[src/rtl/s2p.sv]
// Serial-to-parallel deserializer: N single-bit beats in, one N-bit word out.
// Define S2P_DBUF_EN to double-buffer (the shift and output registers work independently).
module s2p #(
  parameter int N         = 8,
  parameter bit LSB_FIRST = 1'b1
) (
  input  logic         clk,
  input  logic         rstn,
  input  logic         s_valid,
  input  logic         s_data,
  output logic         s_ready,
  output logic         p_valid,
  output logic [N-1:0] p_data,
  input  logic         p_ready
);

  localparam int            CW   = $clog2(N);
  localparam logic [CW-1:0] LAST = CW'(N - 1);

`ifdef S2P_DBUF_EN
  // FULL: a completed word waits in the shift register behind an unaccepted output word.
  typedef enum logic {RX, FULL} state_t;
`else
  typedef enum logic {RX, TX} state_t;
`endif

  state_t        state;
  logic [CW-1:0] count;
  logic [N-1:0]  shift_q;
  logic [N-1:0]  next_shift;
  logic          s_take;
  logic          last_beat;

  assign s_take    = s_valid && s_ready;
  assign last_beat = s_take && (count == LAST);

  always_comb begin
    if (LSB_FIRST) next_shift = {s_data, shift_q[N-1:1]};
    else           next_shift = {shift_q[N-2:0], s_data};
  end

  // NOTE: all state below is updated with <= so every register samples pre-edge values.
  always_ff @(posedge clk or negedge rstn) begin
    if (!rstn) begin
      state   <= RX;
      count   <= '0;
      shift_q <= '0;
      p_data  <= '0;
      p_valid <= 1'b0;
      s_ready <= 1'b1;
    end else begin
`ifdef S2P_DBUF_EN
      case (state)
        RX: begin
          if (s_take) begin
            shift_q <= next_shift;
            count   <= last_beat ? '0 : count + CW'(1);
          end
          if (last_beat) begin
            if (!p_valid || p_ready) begin
              p_data  <= next_shift;
              p_valid <= 1'b1;
            end else begin
              state   <= FULL;
              s_ready <= 1'b0;
            end
          end else if (p_valid && p_ready) begin
            p_valid <= 1'b0;
          end
        end
        FULL: begin
          // p_valid stays high: the parked word replaces the one being accepted.
          if (p_ready) begin
            p_data  <= shift_q;
            state   <= RX;
            s_ready <= 1'b1;
          end
        end
      endcase
`else
      case (state)
        RX: begin
          if (s_take) begin
            shift_q <= next_shift;
            if (count == LAST) begin
              count   <= '0;
              p_data  <= next_shift;
              state   <= TX;
              s_ready <= 1'b0;
              p_valid <= 1'b1;
            end else begin
              count <= count + CW'(1);
            end
          end
        end
        TX: begin
          if (p_ready) begin
            state   <= RX;
            s_ready <= 1'b1;
            p_valid <= 1'b0;
          end
        end
      endcase
`endif
    end
  end

endmodule

[config.mk]
export PLATFORM = sky130hd
export DESIGN_NAME = s2p
export DESIGN_NICKNAME = d
export VERILOG_FILES = /design/src/rtl/s2p.sv
export SDC_FILE = /design/constraint.sdc
export NUM_CORES = 1
export LEC_CHECK = 0
export BUFFER_PORTS_ARGS = -buffer_cell sky130_fd_sc_hd__clkbuf_2
export CORE_MARGIN = 2
export CORE_UTILIZATION = 47
export DETAILED_ROUTE_END_ITERATION = 7
export PLACE_DENSITY = 0.71
export SLEW_MARGIN = 20
export SYNTH_ARGS = -nofsm -noshare
export SYNTH_HDL_FRONTEND = slang
export SYNTH_SLANG_ARGS = --single-unit
[constraint.sdc]
create_clock -name clk -period 1.28 [get_ports clk]
set_input_delay 0.064 -clock clk [delete_from_list [all_inputs] [get_ports clk]]
set_output_delay 0.064 -clock clk [all_outputs]
set_load 0.005 [all_outputs]
==> flow_summary.ini, run 1 <==
[place]
port-buffer-count = 14
place_inst = 94
dp_hpwl_um = 927.8
placed_area_um2 = 1031
gp_congestion = 0.6710

[route]
vias = 524
drc = 0
dr.pass1.iters = 4
post_drt_wl_per_cell_um = 14.00
vias_per_cell = 4.897
ant_nets = 0
drt_wl_total_um = 1498
drtIter0Drc = 6

[power]
p_per_area_nw_per_um2 = 953.0
leakagePower_nw = 0.6747
peakVddDrop_v = 0.001035

[synth]
netlist_area_um2 = 883.3
synth_fp_nets = 59
synth_edf_count = 0
synthCells = 52
synth_top_area_frac = 0.5666
ys_top_cells_by_area = dfrtp_1, mux2_4, mux2_2
synth_cell_type_count = 16
synth.avg_cell_area_um2 = 16.99
synth_seq_cells = 21
yosys_warnings = 0
yosysTopAreaCell = dfrtp_1
ys.flop_type = dfrtp_1
ys_seq_area_frac = 0.5963
synthTopCellsByCount = dfrtp_1, mux2_4, mux2_2
async_flop_share = 1.000
post-synth-top-count-cell = dfrtp_1

[timing]
rsz0062_at_grt = yes
timing.fmax_mhz = 738.5
slew_headroom = 0.6637
fin_crit_ns = 1.354
final.setup.tns_ns = -0.4608
fin_worst_skew_ns = 0.009469
final-setup-viol-count = 8
tightest_slew_ns = 0.5044
layout_setup_ws_ns = -0.07402
fin_crit_sh = 1.058
slew_viol_final = 0
hold_viol_final = 0
whs_ns = 0.1461

[grt]
grt_busiest_layer = met2
grt_pass1_wl_um = 2415
use_met1 = 0.1946
grt_pass1_vias = 524
grtUsageMet3 = 0.06923
antenna_found_initial = 0
grt_usage = 0.1632
grtUsageMet2 = 0.2676
grt-ovfl-total = 0
grt_max_degree = 22

[worst_setup_path]
cp_max_fo = 5
cp_data_arrival_time_ns = 1.55
cp_slowest_stage_delay_ns = 0.40
startpoint_type = flop
cp_top_family = flip-flops
crit_required_ns = 1.47
critical_path.cell_chain = ha_2 > ha_4 > nand4b_4 > mux2_2
crit_type = flop to flop
worst_path_max_delay_cell = dfrtp_1
critPathBufInv = 0
endpoint_kind = flop

[floorplan]
dieArea_um2 = 2242
core_um2 = 1745
io_pins = 15
start_util = 0.5061
dieWidth_um = 47.35
fp.dieH_um = 47.35
rows = 15

[clocking]
insertion_delay_ns = 0.30
numCtsBuffers = 3
clock_sinks = 21
tritoncts = built
clkSlewWorstSetupHoldPaths_ns = 0.12
htree_levels = 1
cts_root_buffer = clkbuf_4
clk_path_buf_depth = 2

[layout]
finalInstanceArea_um2 = 1161
drive_above_1_share = 0.6220
antennaDiodeCount = 0
area_growth_pct = 31.44
stdcell_count = 107
fin_util = 0.6652
nets = 90

[outcome]
status = finished, violations left
violations = setup timing

[worst_hold_path]
hold_class = input port to flop

[flow_run]
cap_violations = 0
-- worst min-delay path: cells and delay by family --
family | cells | cell delay [ns]
compound gates | 2 | 0.24
buf+inv | 1 | 0.16
-- state kept, by name, summed over array words and instances, names as in the netlist --
register / flops
p_data: 8
count: 3
s_ready: 1
p_valid: 1
state: 1
shift_q: 7
-- cell type report --
type,instances,area [µm²]
Timing Repair Buffer,26,180.2
Clock buffer,3,22.52
Multi-Input combinational cell,30,391.6
Tap cell,25,31.28
Inverter,1,3.754
Fill cell,137,584.3
Sequential cell,21,526.8
Clock inverter,1,5.005
-- cell usage in the layout (no fill, tap or decap) --
master	Yosys	routed
a21bo_2	1	1
a21boi_1	0	1
buf_12	0	1
buf_4	0	8
clkbuf_2	0	14
clkbuf_4	0	3
clkinv_2	0	1
dfrtp_1	20	20
dfstp_2	1	1
dlygate4sd3_1	0	3
ha_2	0	1
ha_4	0	1
inv_1	1	1
mux2_2	8	5
mux2_4	10	13
nand2_1	1	1
nand3b_1	1	1
nand4b_4	1	2
nor2_1	1	1
nor2b_1	1	1
o21ai_0	1	1
o22a_1	1	1
-- worst paths after layout --
check                           slack [ns]  depth (start not counted)                     to             startpoint
worst max register to register       -0.07                          4  p_data[2]$_DFFE_PN0P_   count[0]$_DFFE_PN0P_
min in group asynchronous             0.25                          2  p_data[3]$_DFFE_PN0P_                   rstn
max in group asynchronous             0.68                          2    s_ready$_DFFE_PN1P_                   rstn
worst min-delay path                  0.15                          3    s_ready$_DFFE_PN1P_                s_valid
worst min register to register        0.52                          1  p_data[2]$_DFFE_PN0P_  p_data[2]$_DFFE_PN0P_
worst max-delay path                 -0.07                          4  p_data[2]$_DFFE_PN0P_   count[0]$_DFFE_PN0P_
-- metal layers --
metal	share of wire	wire length (µm)
met5	0	0
met4	0.0093	14
met3	0.049	74
met2	0.48	725
met1	0.46	683
-- what timing repair did --
| action | 4_1_cts | 5_1_grt |
|---|---|---|
| buffers inserted | 5 | 0 |
| gates cloned | 1 | 0 |
| hold buffers | 3 | 0 |
| gates resized for setup | 5 | 0 |
| pin swaps | 2 | 1 |
| hold endpoints to repair | 23 | 0 |
| endpoints found under the setup margin | 19 | 16 |
-- where the power goes --
| group | switching, W | total, W | internal, W |
|---|---|---|---|
| Combinational | 0.0000400 | 0.000102 | 0.0000621 |
| Sequential | 0.0000139 | 0.000696 | 0.000682 |
| Clock | 0.000192 | 0.000309 | 0.000117 |
-- logic make-up (layout without fill, tap and decap cells) --
family / after synthesis / after routing / share of synthesized area
buf+inv: 2 / 31 / 0.01699
compound gates: 4 / 4 / 0.03541
simple gates: 5 / 6 / 0.05099
fa+ha+maj: 2 / 2 / 0.02832
flops: 21 / 21 / 0.5963
mux: 18 / 18 / 0.2720
-- stage by stage --
step / total power [W] / setup WS [ns]
2_1_floorplan: 0.0007485 / -0.04688
3_3_place_gp: 0.0007876 / -0.1007
3_5_place_dp: 0.0007923 / -0.1316
4_1_cts: 0.001123 / -0.08749
5_1_grt: 0.001164 / -0.1175
6_report: 0.001107 / -0.07402
No activity file was read; power rests on OpenSTA's default activity.
==> run 2: changes to the inputs <==
==> constraint.sdc (replaced) <==
create_clock -name clk -period 1.28 [get_ports clk]
set_input_delay 0.128 -clock clk [delete_from_list [all_inputs] [get_ports clk]]
set_output_delay 0.128 -clock clk [all_outputs]
set_load 0.005 [all_outputs]
==> run 2 against run 1 <==
Net effect:
- cell area down 1.1%
- critical path type unchanged
- first-iteration DRC count fell by 67%
- clock skew increased by 0.0012 ns
- clock power about the same
- via count is 1.1% lower
- sequential share of layout area grew 0.49 points
- routed wire length increased by 0.73%
- power increased by 0.55%
- clock-buffer cell count unchanged
- largest cell class unchanged
- the flow still finishes with violations (setup timing)
- register-to-register slack is essentially flat
- sequential power barely moved
==> flow_summary.ini, run 2 (synthesis gave the netlist of run 1 again) <==
[outcome]
status = finished, violations left
violations = setup timing

[clocking]
htree_levels = 1
clkSlewWorstSetupHoldPaths_ns = 0.12
clk_path_buf_depth = 2
numCtsBuffers = 3
insertion_delay_ns = 0.30
cts_root_buffer = clkbuf_4
tritoncts = built
clock_sinks = 21

[floorplan]
io_pins = 15
dieWidth_um = 47.35
dieArea_um2 = 2242
rows = 15
core_um2 = 1745
fp.dieH_um = 47.35
start_util = 0.5061

[route]
drc = 0
ant_nets = 0
dr.pass1.iters = 3
vias = 518
vias_per_cell = 4.887
post_drt_wl_per_cell_um = 14.24
drt_wl_total_um = 1509
drtIter0Drc = 2

[timing]
timing.fmax_mhz = 737.0
hold_viol_final = 0
fin_crit_sh = 1.060
layout_setup_ws_ns = -0.07681
final-setup-viol-count = 8
tightest_slew_ns = 0.4998
fin_worst_skew_ns = 0.01067
slew_viol_final = 0
rsz0062_at_grt = yes
fin_crit_ns = 1.357
slew_headroom = 0.6668

[place]
place_inst = 94
gp_congestion = 0.6710
dp_hpwl_um = 927.8
placed_area_um2 = 1031
port-buffer-count = 14

[worst_hold_path]
hold_class = input port to flop

[layout]
nets = 89
stdcell_count = 106
finalInstanceArea_um2 = 1149
area_growth_pct = 30.03
reg_top3 = p_data x8, shift_q x7, count x3
top_register = p_data
mostFrequentLayoutCells = dfrtp_1, clkbuf_2, mux2_4
fillers = 139
largest_reg_flops = 8
antennaDiodeCount = 0
layout_commonest_cell = dfrtp_1
drive_above_1_share = 0.6420

[power]
p_sw_w = 0.0002484
pwr-share-seq = 0.625
p_comb_frac = 0.098
power_frac_clock = 0.277
internal_power_w = 0.0008643
p_sw_frac = 0.2232
p_per_area_nw_per_um2 = 968.7
peakVddDrop_v = 0.001039
leakagePower_nw = 0.6713

[flow_run]
cap_violations = 0

[grt]
antenna_found_initial = 0
grt_usage = 0.1640
grt-ovfl-total = 0
grt_pass1_vias = 532
grt_max_degree = 22
grt_pass1_wl_um = 2415

[worst_setup_path]
endpoint_kind = flop
startpoint_type = flop
cp_max_fo = 5
crit_type = flop to flop
crit_required_ns = 1.47
cp_data_arrival_time_ns = 1.54
==> run 2: changes by cell type in the layout (fill, tap and decap cells not counted) <==
cell	previous run	this run
buf_4	8	9
dlygate4sd3_1	3	1
==> run 2: worst max-delay path: stages, from the launching register on <==
cell and delay, ns:
dfrtp_1 0.40, ha_2 0.20, ha_4 0.18, nand4b_4 0.12
mux2_2 0.34
==> run 2: through the flow <==
step	setup WS [ns]	hold slack, ns	total power [W]	util	setup TNS, ns
3_5_place_dp	-0.1316	0.1235	0.0007923	0.5907	-0.9839
4_1_cts	-0.08749	0.01781	0.001118	0.6538	-0.5106
2_1_floorplan	-0.04688	-0.1676	0.0007485	-	-0.3750
5_1_grt	-0.1132	0.03161	0.001171	0.6581	-0.8919
3_3_place_gp	-0.1007	0.1248	0.0007876	0.5907	-0.7931
6_report	-0.07681	0.05861	0.001113	0.6581	-0.4739
==> run 2: metal layers <==
metal | vias up | wire length, µm | GRT usage
met5 | - | 0 | 0
met4 | 0 | 14 | 0.05000
met3 | 2 | 67 | 0.06923
met2 | 12 | 725 | 0.2595
met1 | 259 | 702 | 0.2044
li1 | 245 | - | -
==> run 2: cell type report <==
cell class,count,area [µm²],share of cell area
Sequential cell,21,526.8,0.4586
Multi-Input combinational cell,30,391.6,0.3410
Timing Repair Buffer,25,167.7,0.1460
Tap cell,25,31.28,0.02723
Clock buffer,3,22.52,0.01961
Clock inverter,1,5.005,0.004357
Inverter,1,3.754,0.003268
==> run 2: what timing repair did <==
action | CTS | global route
pin swaps | 2 | 1
hold endpoints to repair | 20 | 0
resized for setup | 5 | 0
buffers inserted | 5 | 1
cloned | 1 | 0
endpoints found under the setup margin | 19 | 16
hold buffers | 1 | 0
==> run 2: power by group through the flow <==
stage	Sequential (W)	Clock, W	Combinational, W
after CTS	0.000695	0.000324	0.0000981
after floorplan	0.000705	0	0.0000433
after global routing	0.000698	0.000354	0.000118
after global placement	0.000707	0	0.0000807
final	0.000696	0.000308	0.000109
after detailed placement	0.000708	0	0.0000843
==> run 2: path summary, 6_finish.rpt <==
check                                       from                     to  slack, ns  cells past startpoint
setup / recovery            count[0]$_DFFE_PN0P_  p_data[2]$_DFFE_PN0P_      -0.08                      4
hold / removal                           p_ready        state$_DFF_PN0_       0.06                      2
setup reg to reg            count[0]$_DFFE_PN0P_  p_data[2]$_DFFE_PN0P_      -0.08                      4
hold reg to reg            p_data[2]$_DFFE_PN0P_  p_data[2]$_DFFE_PN0P_       0.52                      1
max in group asynchronous                   rstn    s_ready$_DFFE_PN1P_       0.61                      2
min in group asynchronous                   rstn  p_data[3]$_DFFE_PN0P_       0.31                      2
==> run 3: changes to the inputs <==
--- a/config.mk
+++ b/config.mk
@@ -7,4 +7,5 @@
 export LEC_CHECK = 0
 export BUFFER_PORTS_ARGS = -buffer_cell sky130_fd_sc_hd__clkbuf_2
+export CAP_MARGIN = 40
 export CORE_MARGIN = 2
 export CORE_UTILIZATION = 47
@@ -15,2 +16,3 @@
 export SYNTH_HDL_FRONTEND = slang
 export SYNTH_SLANG_ARGS = --single-unit
+export TNS_END_PERCENT = 1
==> constraint.sdc (replaced) <==
create_clock -name clk -period 1.28 [get_ports clk]
set_input_delay 0.256 -clock clk [delete_from_list [all_inputs] [get_ports clk]]
set_output_delay 0.256 -clock clk [all_outputs]
set_load 0.005 [all_outputs]
==> run 3 against run 2 <==
Net effect:
- the run still ends with setup timing left
- combinational power shrank 20%
- critical path depth is the same
- clock-buffer cell count is the same
- maximum frequency grew 0.49%
- register-to-register slack is essentially flat
- worst hold slack gained 0.091 ns
- die area is the same
- worst setup slack gained 0.0067 ns
- clock skew shrank 0.0058 ns
- largest cell class unchanged
- highest routed layer unchanged
==> flow_summary.ini, run 3 (synthesis gave the netlist of run 1 again) <==
[outcome]
status = finished, violations left
violations = setup timing

[floorplan]
fp.dieH_um = 47.35
rows = 15
start_util = 0.5061
io_pins = 15
dieArea_um2 = 2242
dieWidth_um = 47.35
core_um2 = 1745

[clocking]
clock_sinks = 21
tritoncts = built
cts_root_buffer = clkbuf_4
htree_levels = 1
clk_path_buf_depth = 2
numCtsBuffers = 3
insertion_delay_ns = 0.30
clkSlewWorstSetupHoldPaths_ns = 0.12

[power]
leakagePower_nw = 0.6458
p_sw_w = 0.0002488
finalPower_w = 0.001101
internal_power_w = 0.0008526
p_per_area_nw_per_um2 = 974.9
peakVddDrop_v = 0.0006405
pwr-share-seq = 0.631
p_comb_frac = 0.079
power_frac_clock = 0.290
p_sw_frac = 0.2259

[timing]
tightest_slew_ns = 0.5028
rsz0062_at_grt = yes
fin_worst_skew_ns = 0.004830
layout_setup_ws_ns = -0.07013
hold_viol_final = 0
slew_headroom = 0.6648
fin_crit_sh = 1.055
whs_ns = 0.1499
fin_crit_ns = 1.350
final-setup-viol-count = 9
slew_viol_final = 0
timing.fmax_mhz = 740.7

[worst_setup_path]
cp_max_fo = 5
startpoint_type = flop
cp_data_arrival_time_ns = 1.55
regToRegSetupSlack_ns = -0.07
r2r-end = p_data[5]$_DFFE_PN0P_
r2r-start = count[0]$_DFFE_PN0P_
crit_type = flop to flop
worst_path_max_delay_cell = dfrtp_1
reg2reg_depth = 4
cp_slowest_stage_delay_ns = 0.40
critical_path.cell_chain = ha_2 > ha_4 > nand4b_4 > mux2_2
crit_required_ns = 1.48
endpoint_kind = flop

[grt]
antenna_found_initial = 0
grt_usage = 0.1459
grt_pass1_wl_um = 2242
grt-ovfl-total = 0
grt_pass1_vias = 463
grt_max_degree = 22

[worst_hold_path]
hold_class = input port to flop
hp-start = p_ready
min_delay_path_depth = 2
whs_endpoint = state$_DFF_PN0_

[place]
place_ws_ns = -0.1123
gp_congestion = 0.6516
port-buffer-count = 14
dp_hpwl_um = 841.7
placed_area_um2 = 1031
place_inst = 94

[route]
post_drt_wl_per_cell_um = 13.69
drtIter0Drc = 4
drc = 0
vias = 498
vias_per_cell = 4.931
ant_nets = 0
dr.pass1.iters = 2
drt_wl_total_um = 1383

[layout]
top_register = p_data
drive_above_1_share = 0.6447
reg_top3 = p_data x8, shift_q x7, count x3
antennaDiodeCount = 0
fillers = 133
stdcell_count = 101
nets = 84
largest_reg_flops = 8
layout_commonest_cell = dfrtp_1
finalInstanceArea_um2 = 1130
mostFrequentLayoutCells = dfrtp_1, mux2_4, clkbuf_2
area_growth_pct = 27.90

[flow_run]
cap_violations = 0
-- run 3: routing by layer --
metal,share of wire,up-vias,GRT usage
li1,-,234,-
met1,0.49,249,0.2104
met2,0.46,13,0.2081
met3,0.049,2,0.05769
met4,0.0043,0,0.03333
met5,0,-,0
-- run 3: final cells by class --
cell class              count  area (µm²)  area share
flip-flops and latches     21       526.8      0.4662
multi-input cells          30       397.9      0.3522
well taps                  25       31.28     0.02769
inverters                   1       3.754    0.003322
clock inverters             1       7.507    0.006645
repair buffers             20       140.1      0.1240
clock buffers               3       22.52     0.01993
-- run 3: worst max-delay path by stage --
stage	from	to	slack, ns
detailed placement	count[1]$_DFFE_PN0P_	p_data[5]$_DFFE_PN0P_	-0.11
global route	count[1]$_DFFE_PN0P_	p_data[1]$_DFFE_PN0P_	-0.11
CTS	count[0]$_DFFE_PN0P_	p_data[0]$_DFFE_PN0P_	-0.08
global placement	count[1]$_DFFE_PN0P_	p_data[4]$_DFFE_PN0P_	-0.1
finish	count[0]$_DFFE_PN0P_	p_data[5]$_DFFE_PN0P_	-0.07
floorplan	count[0]$_DFFE_PN0P_	p_data[0]$_DFFE_PN0P_	-0.05
-- run 3: stage by stage --
stage                     TNS, ns    util
after floorplan           -0.3750       -
after global placement    -0.7624  0.5907
after detailed placement  -0.8702  0.5907
after CTS                 -0.6107  0.6358
after global routing      -0.9822  0.6473
final                     -0.4855  0.6473
-- run 3: repair_timing --
item | CTS | global route
resized for setup | 4 | 5
endpoints found under the hold margin | 20 | 0
pin swaps | 2 | 2
hold buffers | 1 | 0
cloned | 1 | 0
buffers inserted | 1 | 0
endpoints found under the setup margin | 17 | 18
-- run 3: worst max-delay path, delay by kind of cell (launching register included) --
family | cells | cell delay, ns
muxes | 1 | 0.35
and+or+nand+nor | 1 | 0.13
DFF | 1 | 0.40
adders and majority gates | 2 | 0.38
-- run 3: power by group through the flow --
stage | logic, W | registers, W | clock network, W
2_1_floorplan | 0.0000433 | 0.000705 | 0
3_3_place_gp | 0.0000807 | 0.000707 | 0
3_5_place_dp | 0.0000808 | 0.000707 | 0
4_1_cts | 0.0000852 | 0.000695 | 0.000332
5_1_grt | 0.000101 | 0.000698 | 0.000365
6_report | 0.0000872 | 0.000695 | 0.000320
